[config.mk]
export PLATFORM = sky130hd
export DESIGN_NAME = line_gen_multi
export DESIGN_NICKNAME = d
export VERILOG_FILES = /design/src/rtl/line_gen_multi.sv
export SDC_FILE = /design/constraint.sdc
export NUM_CORES = 1
export LEC_CHECK = 0
export BUFFER_PORTS_ARGS = -buffer_cell sky130_fd_sc_hd__buf_2
export CORE_ASPECT_RATIO = 0.6
export CORE_MARGIN = 3
export CORE_UTILIZATION = 35
export DETAILED_ROUTE_END_ITERATION = 8
export PLACE_DENSITY = 0.59
export SYNTH_ARGS = -nofsm -noshare
export SYNTH_HDL_FRONTEND = slang
export SYNTH_SLANG_ARGS = --single-unit
[constraint.sdc]
create_clock -name clk_i -period 4.1 [get_ports clk_i]
set_input_delay 0.205 -clock clk_i [delete_from_list [all_inputs] [get_ports clk_i]]
set_output_delay 0.205 -clock clk_i [all_outputs]
set_load 0.01 [all_outputs]
[src/rtl/line_gen_multi.sv]
// Random line generator: WIDTH-bit shift register fed by a density-weighted Galois LFSR,
// with an all-zero refill phase. Optional LFSR reseed ports via `LINE_GEN_SEED_LOAD_EN.
module line_gen_multi #(
   parameter int unsigned WIDTH      = 640,
   parameter logic [15:0] SEED       = 16'hACE1,
   parameter logic [15:0] TAPS       = 16'hB400,
   parameter int unsigned REFILL_CYC = 4
) (
   input  logic             clk_i,
   input  logic             reset_i,
   input  logic             en_i,
   input  logic             step_i,
   input  logic             dir_i,
   input  logic [4:0]       density_i,
`ifdef LINE_GEN_SEED_LOAD_EN
   input  logic             seed_load_i,
   input  logic [15:0]      seed_i,
`endif
   output logic [WIDTH-1:0] line_o,
   output logic             rand_bit_o,
   output logic             valid_o,
   output logic             refill_o,
   output logic             busy_o,
   output logic [15:0]      refill_cnt_o
);

   localparam logic [15:0] SEED_DEFAULT = 16'hACE1;
   localparam logic [15:0] SEED_EFF     = (SEED == 16'h0) ? SEED_DEFAULT : SEED;
   localparam logic [7:0]  REFILL_LD    = 8'(REFILL_CYC);
   localparam bit          HAS_REFILL   = (REFILL_CYC != 0);

   typedef enum logic {
      ST_RUN,
      ST_REFILL
   } state_t;

   state_t           r_state;
   state_t           w_state_nxt;
   logic [7:0]       r_busy_cnt;
   logic [15:0]      r_lfsr;
   logic [WIDTH-1:0] r_line;
   logic             r_rand_bit;
   logic             r_valid;
   logic             r_refill;
   logic [15:0]      r_refill_cnt;

   logic             w_accept;
   logic             w_line_zero;
   logic [4:0]       w_dens_sat;
   logic             w_bit;
   logic [15:0]      w_lfsr_adv;

   assign w_accept    = en_i & step_i & (r_state == ST_RUN);
   assign w_line_zero = (r_line == '0);
   assign w_dens_sat  = (density_i > 5'd16) ? 5'd16 : density_i;
   // Density 0 forces ones, 16 forces zeros; in between, P(1) = (16 - density) / 16.
   assign w_bit       = ({1'b0, r_lfsr[3:0]} >= w_dens_sat);
   assign w_lfsr_adv  = (r_lfsr >> 1) ^ (r_lfsr[0] ? TAPS : 16'h0000);

   // State register
   // NOTE: sequential state is always updated with <= so every flop samples pre-edge values.
   always_ff @(posedge clk_i or negedge reset_i) begin
      if (!reset_i) begin
         r_state <= ST_RUN;
      end else begin
         r_state <= w_state_nxt;
      end
   end

   // Next-state logic
   // NOTE: the default assignment first keeps this block free of inferred latches.
   always_comb begin
      w_state_nxt = r_state;
      case (r_state)
         ST_RUN: begin
            if (w_accept && w_line_zero && HAS_REFILL) begin
               w_state_nxt = ST_REFILL;
            end
         end
         ST_REFILL: begin
            if (r_busy_cnt <= 8'd1) begin
               w_state_nxt = ST_RUN;
            end
         end
         default: w_state_nxt = ST_RUN;
      endcase
   end

   // Output logic
   always_comb begin
      busy_o = (r_state == ST_REFILL);
   end

   // The busy countdown runs independently of en_i once a refill has started.
   always_ff @(posedge clk_i or negedge reset_i) begin
      if (!reset_i) begin
         r_busy_cnt <= 8'd0;
      end else if (w_accept && w_line_zero) begin
         r_busy_cnt <= REFILL_LD;
      end else if ((r_state == ST_REFILL) && (r_busy_cnt != 8'd0)) begin
         r_busy_cnt <= r_busy_cnt - 8'd1;
      end
   end

   always_ff @(posedge clk_i or negedge reset_i) begin
      if (!reset_i) begin
         r_line       <= '1;
         r_rand_bit   <= 1'b0;
         r_valid      <= 1'b0;
         r_refill     <= 1'b0;
         r_refill_cnt <= 16'h0000;
         r_lfsr       <= SEED_EFF;
      end else begin
         r_valid  <= 1'b0;
         r_refill <= 1'b0;
         if (w_accept) begin
            r_valid <= 1'b1;
            if (w_line_zero) begin
               // Refill leaves the LFSR and the last inserted bit untouched.
               r_line   <= '1;
               r_refill <= 1'b1;
               if (r_refill_cnt != 16'hFFFF) begin
                  r_refill_cnt <= r_refill_cnt + 16'd1;
               end
            end else begin
               if (dir_i) begin
                  r_line <= {r_line[WIDTH-2:0], w_bit};
               end else begin
                  r_line <= {w_bit, r_line[WIDTH-1:1]};
               end
               r_rand_bit <= w_bit;
               r_lfsr     <= w_lfsr_adv;
            end
         end
`ifdef LINE_GEN_SEED_LOAD_EN
         // A reseed wins over a same-edge advance; that step already used the old state.
         if (seed_load_i) begin
            r_lfsr <= (seed_i == 16'h0000) ? SEED_DEFAULT : seed_i;
         end
`endif
      end
   end

   assign line_o       = r_line;
   assign rand_bit_o   = r_rand_bit;
   assign valid_o      = r_valid;
   assign refill_o     = r_refill;
   assign refill_cnt_o = r_refill_cnt;

endmodule

==> parameters.txt, run 1 <==
Parameter                              Value

Run status
  Status ... finished clean

Timing
  Final worst-path cycle share ... 0.882
  Max transition margin ... 0.295
  Post-route minimum period ... 3.62 ns
  Transition time at the pin with the least slew margin ... roughly 1.1 ns
  Aggregate negative setup slack ... 0 ns
  RSZ-0062 raised after global routing ... false
  Smallest hold slack ... between 0.2 and 0.25 ns
  Setup Viol. Count Final ... 0
  Maximum frequency from static timing analysis ... 277 MHz
  Final hold violations ... 0
  Final clock skew ... 0.0295 ns
  Number of max-slew violations in the final report ... 0

Clocking
  Hold-fix buffers at CTS ... 2
  Cts repair resizes ... 0
  Clk pin slew, worst setup/hold paths ... ~0.060 ns
  TritonCTS clock tree ... done
  Max H-tree Level ... 3
  Root buf cell ... sky130_fd_sc_hd__clkbuf_16
  Number of CTS-inserted buffers ... 71
  Buffer depth of the longest clock path ... 3
  Clock insertion delay at the later pin of the skew report ... 0.63 ns
  Post-CTS setup buffers ... 0
  Clock sink count ... 684

Detailed routing
  Detail-routed via count per cell ... 5.52
  Residual antenna-violating net count after detailed routing ... 0
  Count of routing violations after the opening detailed-route iteration ... 2453
  DR pass1 iterations ... 6
  Total routed wirelength ... 111000 um
  Total via count in the routed design ... 28400
  Average wire per cell in the routed design ... 21.7 um
  DR DRC count ... 0

GRT
  Gr usage total ... 0.207
  Pin count of the biggest net entering global routing ... 143
  Antenna violations before repair ... 2
  Vias in the first global route ... around 26000
  GRT overflow ... 0
  Wire length of the first global-routing pass ... 167000 um

Setup path
  CP endpoint kind ... flip-flop
  CP Launch Type ... flip-flop
  Data required time of the critical path ... 4.62 ns
  Data arrival, critical path ... 4.14 ns
  Kind of critical path ... reg -> reg
  Critical path peak fanout ... 85

Floorplanning
  Core area ... 96500 um^2
  DIE AREA ... 102000 um^2
  Top-level I/O count ... between 600 and 700
  Die Ht ... 248 um
  Floorplan row count ... 88
  Die width ... 410 um
  Initial cell density of the core ... 0.355

Layout
  Filler Cell Count ... 9232
  Layout overhead on the synthesized area ... 21.4%
  Post-Layout Inst Area ... 41500 um^2
  Commonest non-fill, non-tap cell in the layout ... sky130_fd_sc_hd__buf_2
  Final-stage net count ... 3801
  Highest-count cells in the layout ignoring fill and taps ... 667 x sky130_fd_sc_hd__buf_2, 654 x sky130_fd_sc_hd__nor2_1, 648 x sky130_fd_sc_hd__dfstp_2
  Proportion of layout cells with a drive suffix above 1 ... 0.403

Synthesis
  Portion of the post-synthesis area used by sequential elements ... 0.524
  Cell area after synthesis ... approximately 34000 um^2
  Post-synthesis cell type count ... 38
  Instance count of the mapped netlist ... 3240
  Synthesized flop and latch total ... 684
  Post-synth top flop ... sky130_fd_sc_hd__dfstp_2
  Share of async-settable or async-resettable flops after synthesis ... 1.00
  Synth Net Count ... 3258
  Number of enable flip-flop cells after synthesis ... 0
  Synthesis Warnings ... 0
  Mapped Avg Cell Area ... 10.6 um^2

Power
  Maximum ir drop on the vdd rail ... 0.343 mV
  Pwr/cell area ... 657 nW/um^2
  Leakage power ... 17.4 nW

Place
  Input/output buffers ... 669
  Half-perimeter wire length of the detailed placement result ... 75500 um
  Post-placement cell area ... 39200 um^2
  Final weighted congestion in routability-driven placement ... 0.823

Job
  Reported max-cap violation count ... 0

Worst hold path
  HP Class ... in -> async
## through the flow
stage / utilization / worst slack, ns / cells / total power, W
5_1_grt: 0.431 / 0.482 / 5141 / 0.0289
3_3_place_gp: 0.406 / 0.597 / 5013 / 0.0205
6_report: 0.431 / 0.484 / 5143 / 0.0273
2_1_floorplan: - / 1.70 / 3240 / 0.0165
3_5_place_dp: 0.406 / 0.647 / 5013 / 0.0206
4_1_cts: 0.431 / 0.633 / 5141 / 0.0276
## sequential cells by signal (all words and copies together), names as in the netlist
signal,flops
line_o,640
r_busy_cnt,8
refill_cnt_o,16
valid_o,1
busy_o,1
rand_bit_o,1
refill_o,1
r_lfsr,16
## path summary, 6_finish.rpt
kind,start,to,slack (ns),cells past startpoint
setup / recovery,line_o[320],line_o[358],0.48,9
hold / removal,reset_i,refill_cnt_o[8],0.20,2
setup reg to reg,line_o[320],line_o[358],0.48,9
hold reg to reg,refill_cnt_o[15],refill_cnt_o[15],0.49,1
max in group asynchronous,reset_i,line_o[537],2.75,3
min in group clk_i,step_i,r_busy_cnt[2],0.28,4
## cell families after synthesis
family                     synth area share
and+or+nand+nor                       0.121
DFF                                   0.524
muxes                                 0.193
AOI/OAI and AO/OA                     0.119
buffers and inverters                0.0339
xor gates and xnor gates            0.00614
adders and majority gates           0.00293
## critical path: stages (launching register included)
cell and delay (ns):
sky130_fd_sc_hd__dfstp_2 0.41, sky130_fd_sc_hd__nor4_1 0.80, sky130_fd_sc_hd__nand4_1 0.26, sky130_fd_sc_hd__nor4_1 0.42, sky130_fd_sc_hd__buf_4 0.22, sky130_fd_sc_hd__nand4_1 0.11, sky130_fd_sc_hd__or3_4 0.48, sky130_fd_sc_hd__buf_12 0.19
sky130_fd_sc_hd__buf_12 0.22, sky130_fd_sc_hd__a31oi_1 0.27
## per-layer routing
| metal | up-vias | GRT usage | share of wire |
|---|---|---|---|
| met5 | - | 0 | 0 |
| met3 | 181 | 0.0360 | 0.050 |
| met2 | 802 | 0.304 | 0.45 |
| met4 | 0 | 0.0751 | 0.037 |
| met1 | 14200 | 0.304 | 0.47 |
| li1 | 13200 | - | - |
## cell type report
cell class	count	area [um^2]	area share
clock inverters	24	329	0.00792
multi-input cells	2259	15100	0.364
clock buffers	102	2020	0.0487
diodes	2	5.00	0.000121
flip-flops and latches	684	17900	0.432
well taps	1305	1630	0.0393
repair buffers	762	4460	0.107
inverters	5	26.3	0.000633
## Yosys cell counts, drive strengths merged (2+ instances only)
cell type	instances	area (um^2)
nor3	8	40.0
nand2	10	37.5
nor2	655	2460
dfrtp	36	901
xnor2	6	52.6
a21oi	2	10.0
inv	4	15.0
clkbuf	268	1010
mux2	18	203
a21o	3	22.5
nand4	43	269
nor4	177	1160
nand2b	6	37.5
ha	8	100
nand3	8	40.0
xor2	18	158
buf	24	135
or3	2	12.5
mux2i	638	6390
and3	3	18.8
dfstp	648	17000
o21ai	4	20.0
nor4b	2	30.0
a31oi	640	4000
## power breakdown
part           internal (W)  switching (W)  leakage (nW)
Sequential           0.0102        0.00314          7.30
Combinational       0.00325        0.00399          8.93
Clock               0.00389        0.00285          1.15
Total                0.0173        0.00998          17.4
No activity file was read; power rests on OpenSTA's default activity.
==> run 2, diff against run 1 <==
Settings changed: PLACE_DENSITY 0.59 to 0.63.
==> run 2 against run 1 <==
  * Sequential share of layout area shrank 0.18 points
  * Power up 1.3%
  * Largest power group unchanged
  * Via count decreased by 0.29%
  * Worst setup slack worse by 0.12 ns
  * Die area unchanged
  * Clock skew is essentially flat
  * Clock-buffer cell count down 5
==> parameters.txt, run 2 (synthesis results as in run 1) <==
Parameter                              Value

Run status
  Status ... finished clean

Floorplanning
  Initial cell density of the core ... 0.355
  Die Ht ... 248 um
  Core area ... 96500 um^2
  DIE AREA ... 102000 um^2
  Die width ... 410 um
  Top-level I/O count ... 670
  Floorplan row count ... 88

Layout
  Layout overhead on the synthesized area ... 21.9%
  Filler Cell Count ... roughly 9200
  Reg area ... roughly 18000 um^2
  Area taken by multi-input logic gates ... about 15000 um^2
  Highest-count cells in the layout ignoring fill and taps ... 667 x sky130_fd_sc_hd__buf_2, 654 x sky130_fd_sc_hd__nor2_1, 648 x sky130_fd_sc_hd__dfstp_2
  Number of flip-flops in the largest register ... 640
  Final-stage net count ... between 3000 and 4000
  Proportion of layout cells with a drive suffix above 1 ... 0.406
  Commonest non-fill, non-tap cell in the layout ... sky130_fd_sc_hd__buf_2

Setup path
  R2R setup slack ... 0.36 ns
  Depth of the most critical reg-to-reg path ... 9
  CP Launch Type ... flip-flop
  Buffers & Inverters on Critical Path ... 3
  Critical-path top delay cell ... sky130_fd_sc_hd__nor4_1
  Cell breakdown of the critical path ... nor4_1 -> nand4_1 -> nor4_1 -> buf_4 -> nand4_1 -> or3_4 -> buf_12 -> buf_4 -> a31oi_1
  Kind of critical path ... reg -> reg
  Data required time of the critical path ... 4.65 ns
  Top cell family by delay on the critical path ... simple AND/OR/NAND/NOR gates
  Last element of the critical path ... line_o[405]
  Setup crit start ... line_o[552]
  Critical path depth in cells ... 9
  Data arrival, critical path ... 4.29 ns
  CP endpoint kind ... flip-flop
  Critical path peak fanout ... 62
  Capture instance of the worst register-to-register path ... line_o[405]
  Reg-to-Reg Start ... line_o[552]
  Critical path's largest stage delay ... 0.69 ns

Detailed routing
  Count of routing violations after the opening detailed-route iteration ... 2413
  DR DRC count ... 0
  Average wire per cell in the routed design ... 21.6 um
  Detail-routed via count per cell ... 5.50
  Total via count in the routed design ... 28300
  DR pass1 iterations ... 9
  Residual antenna-violating net count after detailed routing ... 0
  Total routed wirelength ... 111000 um

Clocking
  Buffer depth of the longest clock path ... 3
  Post-CTS setup buffers ... 0
  Max H-tree Level ... 3
  Number of CTS-inserted buffers ... 72
  Clock insertion delay at the later pin of the skew report ... 0.64 ns
  Clock sink count ... 684
  TritonCTS clock tree ... done
  Clk pin slew, worst setup/hold paths ... around 0.06 ns
  Root buf cell ... sky130_fd_sc_hd__clkbuf_16
  Cts repair resizes ... 0

GRT
  GRT overflow ... 0
  Antenna violations before repair ... 1
  Gr usage total ... 0.208
  Wire length of the first global-routing pass ... 168000 um
  Pin count of the biggest net entering global routing ... roughly 160
  Vias in the first global route ... 25900

Timing
  Number of max-slew violations in the final report ... 0
  Final worst-path cycle share ... 0.911
  RSZ-0062 raised after global routing ... false
  Final critical-path setup slack ... 0.364 ns
  Post-route minimum period ... 3.74 ns
  Maximum frequency from static timing analysis ... between 200 and 300 MHz
  Max transition margin ... 0.342
  Smallest hold slack ... 0.0580 ns
  Transition time at the pin with the least slew margin ... around 0.99 ns
  Final hold violations ... 0
  Final clock skew ... just under 0.03 ns
  Setup Viol. Count Final ... 0
  Aggregate negative setup slack ... 0 ns

Place
  Input/output buffers ... about 670
  Final weighted congestion in routability-driven placement ... roughly 0.88
  Half-perimeter wire length of the detailed placement result ... 76000 um
  Worst setup slack after placement ... 0.345 ns

Power
  Pwr/cell area ... approximately 660 nW/um^2
  Leakage power ... roughly 17 nW
  Maximum ir drop on the vdd rail ... 0.311 mV

Job
  Reported max-cap violation count ... 0

Worst hold path
  HP Class ... in -> async
[run 2: metrics by stage]
step	area [um^2]	total power (W)	util	cells
after floorplan	34200	0.0165	-	3240
after global placement	39200	0.0204	0.406	5018
after detailed placement	39200	0.0206	0.406	5018
after CTS	41700	0.0279	0.432	5146
after global routing	41700	0.0292	0.432	5147
final	41700	0.0276	0.432	5147
[run 2: routing by layer]
layer  GRT usage  up-vias  wire (um)  share of wire
met5           0        -          0              0
met4      0.0800        0       4440          0.040
met1       0.303    14100      51200           0.46
li1            -    13200          -              -
met3      0.0372      194       5720          0.052
met2       0.305      829      49700           0.45
[run 2: what timing repair did]
| action | 4_1_cts | 5_1_grt |
|---|---|---|
| hold endpoints to repair | 3 | 0 |
| hold buffers | 1 | 0 |
| setup endpoints to repair | 0 | 0 |
[run 2: worst min-delay path by stage]
| stage | startpoint | endpoint | depth (start not counted) |
|---|---|---|---|
| after CTS | reset_i | line_o[46] | 1 |
| final | reset_i | line_o[288] | 1 |
| after floorplan | reset_i | busy_o | 0 |
| after global placement | refill_cnt_o[6] | refill_cnt_o[6] | 1 |
| after detailed placement | refill_cnt_o[6] | refill_cnt_o[6] | 1 |
| after global routing | reset_i | line_o[46] | 1 |
[run 2: layout make-up]
cell class	count	area share
sequential	684	0.430
multi-input combinational	2259	0.363
timing repair buffer	766	0.107
clock buffer	97	0.0493
tap	1305	0.0391
clock inverter	30	0.0110
inverter	5	0.000630
antenna	1	0.0000600
[run 2: where the power goes]
part / total [W] / internal (W) / switching, W
logic: 0.00721 / 0.00325 / 0.00396
registers: 0.0133 / 0.0102 / 0.00316
clock network: 0.00711 / 0.00417 / 0.00293
